[src/rtl/tlc_farm_sensor_conditioner_pkg.sv]
// Shared definitions for the highway/farm traffic-light controller family:
// sensor-conditioner FSM states and the light encodings driven by the controller.
package tlc_pkg;

  typedef enum logic [1:0] {
    IDLE    = 2'd0,
    ARMED   = 2'd1,
    REQUEST = 2'd2,
    SERVE   = 2'd3
  } tlc_state_e;

  localparam logic [2:0] RED = 3'b100;
  localparam logic [2:0] YEL = 3'b010;
  localparam logic [2:0] GRN = 3'b001;

  // Decode a light bus into "this light is green"; used to derive farm_green.
  function automatic logic is_green(input logic [2:0] light);
    return light == GRN;
  endfunction

endpackage

[src/rtl/tlc_farm_sensor_conditioner_sync_debounce.sv]
// Synchroniser chain plus counting debouncer for a raw asynchronous contact.
// filtered toggles only after DEBOUNCE_CYCLES consecutive mismatching samples;
// rise is a registered one-cycle pulse on each 0->1 change of filtered.
module tlc_sync_debounce #(
  parameter int SYNC_STAGES     = 2,
  parameter int DEBOUNCE_CYCLES = 4
) (
  input  logic clk,
  input  logic rst_n,
  input  logic ena,
  input  logic din,
  output logic filtered,
  output logic rise
);

  localparam int DW = $clog2(DEBOUNCE_CYCLES + 1);
  localparam logic [DW-1:0] DEB_LAST = DW'(DEBOUNCE_CYCLES - 1);

  logic [SYNC_STAGES-1:0] sync_q;
  logic                   sync_out;
  logic [DW-1:0]          deb_q, deb_d;
  logic                   filt_q, filt_d;
  logic                   rise_q, rise_d;

  assign sync_out = sync_q[SYNC_STAGES-1];

  // Shift the raw input through the synchroniser chain.
  always_ff @(posedge clk) begin
    if (!rst_n)   sync_q <= '0;
    else if (ena) sync_q <= {sync_q[SYNC_STAGES-2:0], din};
  end

  // Count consecutive mismatches; any matching sample restarts the count.
  always_comb begin
    deb_d  = '0;
    filt_d = filt_q;
    rise_d = 1'b0;
    if (sync_out != filt_q) begin
      if (deb_q == DEB_LAST) begin
        filt_d = ~filt_q;
        rise_d = ~filt_q;
      end else begin
        deb_d = deb_q + DW'(1);
      end
    end
  end

  // Debounce state registers; frozen while ena is low.
  always_ff @(posedge clk) begin
    if (!rst_n) begin
      deb_q  <= '0;
      filt_q <= 1'b0;
      rise_q <= 1'b0;
    end else if (ena) begin
      deb_q  <= deb_d;
      filt_q <= filt_d;
      rise_q <= rise_d;
    end
  end

  assign filtered = filt_q;
  assign rise     = rise_q;

endmodule

[src/rtl/tlc_farm_sensor_conditioner.sv]
// Farm-road sensor conditioner: turns the raw vehicle loop into the clean
// level request C for the traffic-light controller, with a vehicle queue count.
//
//   state   | meaning
//   --------+------------------------------------------------------------
//   IDLE    | no vehicle queued, waiting for a debounced arrival
//   ARMED   | vehicles queued below MIN_VEHICLES, wait timer running
//   REQUEST | req_out high, waiting for farm green as acknowledge
//   SERVE   | farm green in progress, queue cleared, arrivals not counted
module tlc_farm_sensor_conditioner
  import tlc_pkg::*;
#(
  parameter int SYNC_STAGES     = 2,
  parameter int DEBOUNCE_CYCLES = 4,
  parameter int CNT_W           = 4,
  parameter int MIN_VEHICLES    = 1,
  parameter int MAX_WAIT        = 12
) (
  input  logic             clk,
  input  logic             rst_n,
  input  logic             ena,
  input  logic             sensor_raw,
  input  logic             farm_green,
  output logic             req_out,
  output logic             vehicle_pulse,
  output logic [CNT_W-1:0] vehicle_count,
  output logic             overflow
);

  localparam int WAIT_W = $clog2(MAX_WAIT + 1);
  localparam logic [WAIT_W-1:0] WAIT_LAST = WAIT_W'(MAX_WAIT - 1);
  localparam logic [CNT_W-1:0]  CNT_MAX   = '1;
  localparam logic [CNT_W-1:0]  MIN_V     = CNT_W'(MIN_VEHICLES);

  tlc_state_e         state_q, state_d;
  logic [CNT_W-1:0]   cnt_q, cnt_d, cnt_inc;
  logic [WAIT_W-1:0]  wait_q, wait_d;
  logic               ovf_q, ovf_d;
  logic               req_q, req_d;
  logic               filtered, rise;

  tlc_sync_debounce #(
    .SYNC_STAGES    (SYNC_STAGES),
    .DEBOUNCE_CYCLES(DEBOUNCE_CYCLES)
  ) u_sync_debounce (
    .clk     (clk),
    .rst_n   (rst_n),
    .ena     (ena),
    .din     (sensor_raw),
    .filtered(filtered),
    .rise    (rise)
  );

  assign cnt_inc = (cnt_q == CNT_MAX) ? cnt_q : cnt_q + CNT_W'(1);

  // Next-state, queue count, wait timer and request decode.
  always_comb begin
    state_d = state_q;
    cnt_d   = cnt_q;
    ovf_d   = ovf_q;
    wait_d  = '0;
    if (rise && state_q != SERVE) begin
      cnt_d = cnt_inc;
      if (cnt_q == CNT_MAX) ovf_d = 1'b1;
    end
    case (state_q)
      IDLE: begin
        if (rise) state_d = (cnt_d >= MIN_V) ? REQUEST : ARMED;
      end
      ARMED: begin
        if (cnt_d >= MIN_V || wait_q == WAIT_LAST) state_d = REQUEST;
        else                                       wait_d  = wait_q + WAIT_W'(1);
      end
      REQUEST: begin
        // Queue clear on acknowledge beats a simultaneous arrival.
        if (farm_green) begin
          state_d = SERVE;
          cnt_d   = '0;
        end
      end
      SERVE: begin
        // A vehicle still on the loop at exit is re-queued as one.
        if (!farm_green) begin
          if (filtered) begin
            state_d = ARMED;
            cnt_d   = CNT_W'(1);
          end else begin
            state_d = IDLE;
          end
        end
      end
      default: state_d = IDLE;
    endcase
    req_d = (state_d == REQUEST);
  end

  // State and output registers; reset beats ena, ena low freezes everything.
  always_ff @(posedge clk) begin
    if (!rst_n) begin
      state_q <= IDLE;
      cnt_q   <= '0;
      wait_q  <= '0;
      ovf_q   <= 1'b0;
      req_q   <= 1'b0;
    end else if (ena) begin
      state_q <= state_d;
      cnt_q   <= cnt_d;
      wait_q  <= wait_d;
      ovf_q   <= ovf_d;
      req_q   <= req_d;
    end
  end

  assign req_out       = req_q;
  assign vehicle_pulse = rise;
  assign vehicle_count = cnt_q;
  assign overflow      = ovf_q;

endmodule
[config.mk]
export PLATFORM = sky130hd
export DESIGN_NAME = tlc_farm_sensor_conditioner
export DESIGN_NICKNAME = d
export VERILOG_FILES = /design/src/rtl/tlc_farm_sensor_conditioner_pkg.sv /design/src/rtl/tlc_farm_sensor_conditioner_sync_debounce.sv /design/src/rtl/tlc_farm_sensor_conditioner.sv
export SDC_FILE = /design/constraint.sdc
export NUM_CORES = 1
export LEC_CHECK = 0
export ABC_CLOCK_PERIOD_IN_PS = 4700
export CORE_MARGIN = 4
export CORE_UTILIZATION = 50
export CTS_BUF_LIST = sky130_fd_sc_hd__clkbuf_2 sky130_fd_sc_hd__clkbuf_4 sky130_fd_sc_hd__clkbuf_8
export DETAILED_ROUTE_END_ITERATION = 8
export PLACE_DENSITY = 0.71
export SLEW_MARGIN = 20
export SYNTH_ARGS = -nofsm -noshare
export SYNTH_HDL_FRONTEND = slang
export SYNTH_SLANG_ARGS = --single-unit
export TNS_END_PERCENT = 5
[constraint.sdc]
create_clock -name clk -period 4.7 [get_ports clk]
set_input_delay 0.47 -clock clk [delete_from_list [all_inputs] [get_ports clk]]
set_output_delay 0.47 -clock clk [all_outputs]
set_load 0.02 [all_outputs]
==> run metrics, run 1 <==
Critical R2R Launch vehicle_count[0]; Layout area overhead 11.6%; Initial Utilization 54.4%; average size of a mapped cell 8.59 um^2; Avg WL per Cell 13.3 um; synth warn 0; # hold bufs at CTS 0; drt pass-1 iters 4; critical path required time 4.92 ns; DIE AREA 3010 um^2; Setup Fix Bufs, Post-CTS 0; Final Hold Fails 0; layout cells sized above 1 8.09%; Final GP Congestion 0.818; power density over the cells 218 nW/um^2; crit path max-delay cell type or4_4; worst hold slack 0.469 ns; Post-synth ARST share 0%; number of synthesized flops with an enable pin 0; min Tclk post-route 2.36 ns; Synth top area share 34.6%; Max Slew Vio Count 0; Worst Path Class, Setup flip-flop to flip-flop; initial drt markers 18; Synth Register Bits 19; worst-path fanout max 9; HP Start u_sync_debounce.deb_q[2]; final setup violation count 0; Hold Crit Depth 2; core area 2020 um^2; Netlist Area Pre-Place 1100 um^2; syn_nets 136; Startpoint Class flip-flop; Post-DRT Antenna Nets 0; clock slew seen by the registers of the worst setup and hold paths 0.11 ns; CTS tree done; vias in the first global route 883; Most used DFF post-synth dfxtp_1; CP Capture Type flip-flop; first-pass GRT wire length 3920 um; Max Cap Viol 0; largest cells by area after synthesis dfxtp_1, a21oi_1, nand2b_1; clk sink count 19; final net count 145; Peak VDD IR 0.165 mV; slew margin rel. 57.9%; I/O pin cnt 12; R2R depth 5; Clock Skew 0.0106 ns; Unique masters post-synth 44; hpwl dp 1510 um; number of CTS-inserted buffers 3; run status finished clean; grt ovf 0; Clock Tree Root clkbuf_4; vias after detailed routing 973; CP peak stage delay 0.54 ns; Resize count post-CTS 0; Die Wd 54.9 um; cell taking the most area after synthesis dfxtp_1; Period Utilization, post-route 50.1%; # rows 16; Antenna Cells 0; H-tree depth reported by CTS 1; Crit path arrival time 2.58 ns; HP Class flip-flop to flip-flop; RSZ-0062 raised after global routing no; maximum clock frequency 424 MHz; worst slew pin tran 0.626 ns; Hold EP u_sync_debounce.deb_q[2]; Vias/cell 5.97; maximum root-to-sink buffer count 2; sequential fraction of the synthesis area 34.6%; die height 54.9 um; total routed wirelength 2180 um; initial antenna violation count 0; Leakage 0.000441 uW; Pwr Total 268 uW; Total Routing Usage GR 18.0%; pin count of the biggest net entering global routing 37; DR DRC count 0; Worst R2R End wait_q[2]; worst reg2reg setup slack 2.34 ns; Sum Neg Setup Slack 0 ns; CP Cell Sequence ha_1 -> or4_4 -> a22o_4 -> or4b_1 -> a31oi_1; Syn Inst Count 128; # port buffers 11; clk_lat worst skew 0.31 ns
[critical path, delay by kind of cell (launching register included)]
family                   cells  cell delay [ns]
AND/OR/NAND/NOR              2             1.05
flip-flops                   1             0.47
AO/OA/AOI/OAI                2             0.46
adder cells (fa/ha/maj)      1             0.30
[flip-flops by register name, summed over array words and instances (netlist names)]
| signal | count |
|---|---|
| overflow | 1 |
| u_sync_debounce.sync_q | 2 |
| u_sync_debounce.filtered | 1 |
| u_sync_debounce.deb_q | 3 |
| u_sync_debounce.rise | 1 |
| state_q | 2 |
| wait_q | 4 |
| req_out | 1 |
| vehicle_count | 4 |
[final cells by class]
class	count	area (um^2)
inverters	2	7.51
clock buffers	4	30.0
multi-input cells	100	671
flip-flops and latches	19	380
well taps	27	33.8
fillers	183	795
repair buffers	11	105
[worst max path at each step]
stage / start / end / slack (ns) / cells after the start
after floorplan: vehicle_count[1] / wait_q[2] / 2.38 / 5
after global placement: ena / wait_q[3] / 2.13 / 4
after detailed placement: ena / wait_q[3] / 2.06 / 4
after CTS: vehicle_count[0] / wait_q[2] / 2.35 / 5
after global routing: u_sync_debounce.rise / wait_q[2] / 2.11 / 5
final: vehicle_count[0] / wait_q[2] / 2.34 / 5
[cells in the final DEF (no fill, tap or decap), drive strengths merged, types with 2 or more instances in the layout]
master         instances
nand2                 10
clkdlybuf4s50         10
and3                   2
ha                     3
dfxtp                 19
a211oi                 2
nand2b                 7
nand3                  5
or4b                   2
nand4b                 2
nor2                  10
clkbuf                 4
nand3b                 4
a221oi                 2
nor2b                  4
a21oi                 11
nand4                  2
mux2i                  3
a31oi                  3
o21ai                  5
or4                    2
o211ai                 2
[power breakdown]
part	switching [uW]	internal, uW
Clock	51.6	38.9
Sequential	0.664	162
Combinational	8.95	6.14
[metal layers]
| metal | up-vias | routed length [um] | global-route usage, % |
|---|---|---|---|
| li1 | 501 | - | - |
| met1 | 446 | 1060 | 24.8 |
| met2 | 21 | 978 | 27.8 |
| met3 | 5 | 92 | 3.22 |
| met4 | 0 | 40 | 7.29 |
| met5 | - | 0 | 0 |
[through the flow]
step	area [um^2]	instances	setup WS, ns	utilization, %
after floorplan	1100	128	2.38	-
after global placement	1200	159	2.13	59.5
after detailed placement	1200	159	2.06	59.5
after CTS	1230	163	2.35	61.0
after global routing	1230	163	2.11	60.7
final	1230	163	2.34	60.7
[cells by family (layout without fill, tap and decap cells)]
| family | after synthesis | in the layout | share of synthesized area (%) |
|---|---|---|---|
| AO/OA/AOI/OAI | 35 | 35 | 22.9 |
| XOR/XNOR | 1 | 1 | 0.797 |
| adder cells (fa/ha/maj) | 3 | 3 | 3.41 |
| multiplexers | 4 | 4 | 3.75 |
| buffers and inverters | 9 | 17 | 4.44 |
| AND/OR/NAND/NOR | 57 | 57 | 30.1 |
| flip-flops | 19 | 19 | 34.6 |
[cells in the mapped netlist (2+ instances only)]
library cell  number
dfxtp_1           19
nor2b_1            4
or4b_1             2
nand4b_1           2
mux2i_1            3
nand3b_1           4
a31oi_1            3
ha_1               3
nand2_1           10
and3_1             2
o21ai_0            5
nand2b_1           7
a21oi_1           11
a221oi_1           2
a211oi_1           2
nor2_1            10
buf_6              2
nand4_1            2
nand3_1            5
clkbuf_1           5
o211ai_1           2
Note: power is estimated with default switching activity, not from simulation.
==> run 2: changes to the inputs <==
Settings changed: ABC_CLOCK_PERIOD_IN_PS 4700 to 2400.
Clock period 4.7 ns to 2.4 ns, I/O delays scaled along.
==> run metrics, run 2 (synthesized netlist as in run 1, its figures left out) <==
run status finished clean; hpwl dp 1530 um (+1.6%); Layout area overhead 15.5%; Leakage 0.000468 uW (+6.0%); total routed wirelength 2130 um (-2.0%); # rows 16 (unchanged); Final GP Congestion 0.782 (-4.4%); CP peak stage delay 0.53 ns (about the same); Vias/cell 5.90 (-1.1%); clk sink count 19 (unchanged); Sum Neg Setup Slack 0 ns (unchanged); Max Slew Vio Count 0 (unchanged); vias in the first global route 852 (-3.5%); worst hold slack 0.459 ns (-0.0102 ns); I/O pin cnt 12 (unchanged); crit path capture wait_q[2]; CP Cell Sequence ha_1 -> or4_4 -> a22o_4 -> or4b_1 -> a31oi_1; # port buffers 11 (unchanged); Die Wd 54.9 um (unchanged); DR DRC count 0 (unchanged); Period Utilization, post-route 95.3% (+45 points); Worst Path Class, Setup flip-flop to flip-flop; Resize count post-CTS 0 (unchanged); DIE AREA 3010 um^2 (unchanged); Clock Tree Root clkbuf_4; number of CTS-inserted buffers 3 (unchanged); placed inst area 1240 um^2 (+3.1%); critical path required time 2.62 ns (-2.30 ns); slew margin rel. 67.7% (+9.8 points); Pwr Total 521 uW (+94%); Avg WL per Cell 12.7 um (-4.9%); Max Cap Viol 0 (unchanged); Final Hold Fails 0 (unchanged); Worst R2R End wait_q[2]; grt ovf 0 (unchanged); clk_lat worst skew 0.30 ns (about the same); most common cell after layout, fill and taps aside dfxtp_1; worst-path fanout max 9 (unchanged); crit path max-delay cell type or4_4; first-pass GRT wire length 3640 um (-7.0%); initial drt markers 43 (+25); maximum root-to-sink buffer count 2 (unchanged); power density over the cells 411 nW/um^2 (+88%); Antenna Cells 0 (unchanged); CP bufs+invs 0 (unchanged); Setup Fix Bufs, Post-CTS 0 (unchanged); Startpoint Class flip-flop; H-tree depth reported by CTS 1 (unchanged); Total Routing Usage GR 16.6% (-1.4 points); final setup violation count 0 (unchanged); die height 54.9 um (unchanged); R2R depth 5 (unchanged); worst reg2reg setup slack 0.11 ns (-2.23 ns); core area 2020 um^2 (unchanged); HP Class flip-flop to flip-flop; Initial Utilization 54.4% (unchanged); RSZ-0062 raised after global routing no; final net count 150 (+3.4%); crit path launch vehicle_count[1]; Peak VDD IR 0.297 mV (+80%); Critical Path Stages 5 (unchanged); drt pass-1 iters 4 (unchanged); vias after detailed routing 992 (+2.0%); CTS tree done; Critical R2R Launch vehicle_count[1]; maximum clock frequency 437 MHz (+3.0%); # hold bufs at CTS 0 (unchanged); Design Area, Final 1270 um^2 (+3.5%); CP Capture Type flip-flop; worst slew pin tran 0.481 ns (-0.145 ns); min Tclk post-route 2.29 ns (-0.0695 ns); delay-heaviest family, CP simple AND/OR/NAND/NOR gates; Clock Skew 0.0119 ns (+0.00138 ns); initial antenna violation count 0 (unchanged); layout cells sized above 1 10.6% (+2.6 points); Post-DRT Antenna Nets 0 (unchanged); most frequent cells in the layout dfxtp_1, a21oi_1, clkdlybuf4s50_1; clock slew seen by the registers of the worst setup and hold paths 0.11 ns (about the same); pin count of the biggest net entering global routing 36 (-2.7%); Crit path arrival time 2.51 ns (-0.07 ns)
run 2: tightest hold or removal path: cells and delay by family (launching register included):
| kind | cells | cell delay (ns) |
|---|---|---|
| AO/OA/AOI/OAI | 1 | 0.03 |
| flip-flops | 1 | 0.33 |
| AND/OR/NAND/NOR | 1 | 0.06 |
run 2: stage by stage:
step           setup slack, ns  utilization [%]  cells
2_1_floorplan           0.0773                -    128
3_3_place_gp             0.160             61.3    164
3_5_place_dp             0.131             61.3    164
4_1_cts                  0.108             62.8    168
5_1_grt                 0.0343             62.8    168
6_report                 0.113             62.8    168
run 2: worst min-delay path by stage:
| stage | start | endpoint | slack (ns) | cells past startpoint |
|---|---|---|---|---|
| 6_report | u_sync_debounce.deb_q[2] | u_sync_debounce.deb_q[2] | 0.46 | 2 |
| 5_1_grt | u_sync_debounce.deb_q[2] | u_sync_debounce.deb_q[2] | 0.49 | 2 |
| 3_3_place_gp | u_sync_debounce.deb_q[2] | u_sync_debounce.deb_q[2] | 0.44 | 2 |
| 2_1_floorplan | rst_n | u_sync_debounce.deb_q[2] | 0.36 | 2 |
| 4_1_cts | u_sync_debounce.deb_q[2] | u_sync_debounce.deb_q[2] | 0.47 | 2 |
| 3_5_place_dp | u_sync_debounce.deb_q[2] | u_sync_debounce.deb_q[2] | 0.45 | 2 |
run 2: per-layer routing:
| metal | vias up | global-route usage, % | wire length [um] |
|---|---|---|---|
| met2 | 20 | 27.6 | 999 |
| li1 | 507 | - | - |
| met1 | 463 | 20.8 | 1030 |
| met3 | 2 | 4.83 | 82 |
| met4 | 0 | 4.86 | 18 |
| met5 | - | 0 | 0 |
run 2: final cells by class:
class                      instances  area (um^2)
timing repair buffer              16          148
inverter                           2         7.51
fill                             187          752
clock buffer                       4         30.0
sequential                        19          380
multi-input combinational        100          671
tap                               27         33.8
run 2: power breakdown:
group | total, uW | switching [uW] | internal (uW)
Clock | 171 | 95.5 | 75.9
Sequential | 318 | 1.29 | 317
Combinational | 31.7 | 17.9 | 13.9
Total | 521 | 115 | 407
==> run 3: changes to the inputs <==
Settings changed: CORE_MARGIN 4 to unset.
==> run metrics, run 3 (synthesized netlist as in run 1, its figures left out) <==
DIE AREA 2390 um^2 (-21%); most common cell after layout, fill and taps aside dfxtp_1; Peak VDD IR 0.368 mV (+24%); Initial Utilization 54.4% (unchanged); fill count 183 (-2.1%); DP Worst Slack 0.0859 ns (-0.0450 ns); clk sink count 19 (unchanged); H-tree depth reported by CTS 1 (unchanged); Total Routing Usage GR 19.9% (+3.3 points); worst setup margin 0.103 ns (-0.00970 ns); crit path max-delay cell type or4_4; Final Hold Fails 0 (unchanged); CP peak stage delay 0.52 ns (about the same); CP Cell Sequence ha_2 -> or4_4 -> a22o_4 -> or4_1 -> a31oi_1; Post-DRT Antenna Nets 0 (unchanged); clk_lat worst skew 0.30 ns (about the same); clock slew seen by the registers of the worst setup and hold paths 0.11 ns (about the same); final net count 150 (unchanged); HP Class flip-flop to flip-flop; CP bufs+invs 0 (unchanged); delay-heaviest family, CP simple AND/OR/NAND/NOR gates; run status finished clean; initial drt markers 25 (-42%); vias after detailed routing 973 (-1.9%); # hold bufs at CTS 0 (unchanged); Worst Path Class, Setup flip-flop to flip-flop; Period Utilization, post-route 95.7% (+0.40 points); vias in the first global route 861 (+1.1%); maximum clock frequency 435 MHz (-0.42%); worst-path fanout max 9 (unchanged); Vias/cell 5.79 (-1.9%); die height 48.9 um (-11%); Final GP Congestion 0.822 (+5.2%); initial antenna violation count 0 (unchanged); CTS tree done; first-pass GRT wire length 3760 um (+3.2%); CP Capture Type flip-flop; pin count of the biggest net entering global routing 26 (-28%); # port buffers 11 (unchanged); Pwr Total 526 uW (+0.93%); min Tclk post-route 2.30 ns (+0.00970 ns); Layout area overhead 15.8%; grt ovf 0 (unchanged); Clock Skew 0.00364 ns (-0.00830 ns); Crit path arrival time 2.51 ns (about the same); most frequent cells in the layout dfxtp_1, a21oi_1, clkdlybuf4s50_1; Leakage 0.000466 uW (-0.43%); # rows 16 (unchanged); Max Cap Viol 0 (unchanged); post-route insts no fill 168 (unchanged); hpwl dp 1560 um (+2.1%); power density over the cells 413 nW/um^2 (+0.63%); Post-Place Cells 164 (unchanged); slew margin rel. 67.0% (-0.72 points); Max Slew Vio Count 0 (unchanged); critical path required time 2.62 ns (about the same); Avg WL per Cell 13.2 um (+4.0%); layout cells sized above 1 12.1% (+1.4 points); maximum root-to-sink buffer count 2 (unchanged); Antenna Cells 0 (unchanged); DR DRC count 0 (unchanged); number of CTS-inserted buffers 3 (unchanged); Resize count post-CTS 0 (unchanged); Clock Tree Root clkbuf_4; final setup violation count 0 (unchanged); Startpoint Class flip-flop; worst slew pin tran 0.492 ns (+0.0107 ns); Setup Fix Bufs, Post-CTS 0 (unchanged); RSZ-0062 raised after global routing no; Sum Neg Setup Slack 0 ns (unchanged); Die Wd 48.9 um (-11%); drt pass-1 iters 4 (unchanged); core area 2020 um^2 (unchanged); I/O pin cnt 12 (unchanged); total routed wirelength 2220 um (+4.0%)
run 3: power breakdown:
group / internal, uW / total (uW) / leakage (uW) / switching [uW]
sequential: 317 / 318 / 0.000154 / 1.25
combinational: 14.9 / 33.4 / 0.000294 / 18.5
clock: 76.1 / 175 / 0.0000184 / 98.5
run 3: worst paths after layout:
kind | cells past startpoint | startpoint | slack, ns | endpoint
min | 2 | u_sync_debounce.deb_q[2] | 0.45 | u_sync_debounce.deb_q[2]
max reg2reg | 5 | vehicle_count[1] | 0.10 | wait_q[2]
min reg2reg | 2 | u_sync_debounce.deb_q[2] | 0.45 | u_sync_debounce.deb_q[2]
max | 5 | vehicle_count[1] | 0.10 | wait_q[2]
run 3: metal layers:
metal	share of wire [%]	up-vias	global-route usage (%)
met2	44	23	33.1
met5	0	-	0
met1	51	441	26.0
met4	1.7	0	8.82
met3	2.9	5	1.87
li1	-	504	-
run 3: cell type report:
type,instances,area (um^2),share of cell area [%]
inverters,2,7.51,0.589
flip-flops and latches,19,382,30.0
repair buffers,16,148,11.6
well taps,27,33.8,2.65
clock buffers,4,30.0,2.36
multi-input cells,100,673,52.8
run 3: worst register-to-register path: stages, from the launching register on:
cell and delay (ns):
dfxtp_2 0.40, ha_2 0.31, or4_4 0.52, a22o_4 0.30, or4_1 0.51, a31oi_1 0.18
run 3: stage by stage:
stage	instance area (um^2)	util (%)	hold WS, ns
2_1_floorplan	1100	-	0.363
3_3_place_gp	1240	61.3	0.442
3_5_place_dp	1240	61.3	0.434
4_1_cts	1270	62.8	0.450
5_1_grt	1270	63.0	0.466
6_report	1270	63.0	0.449
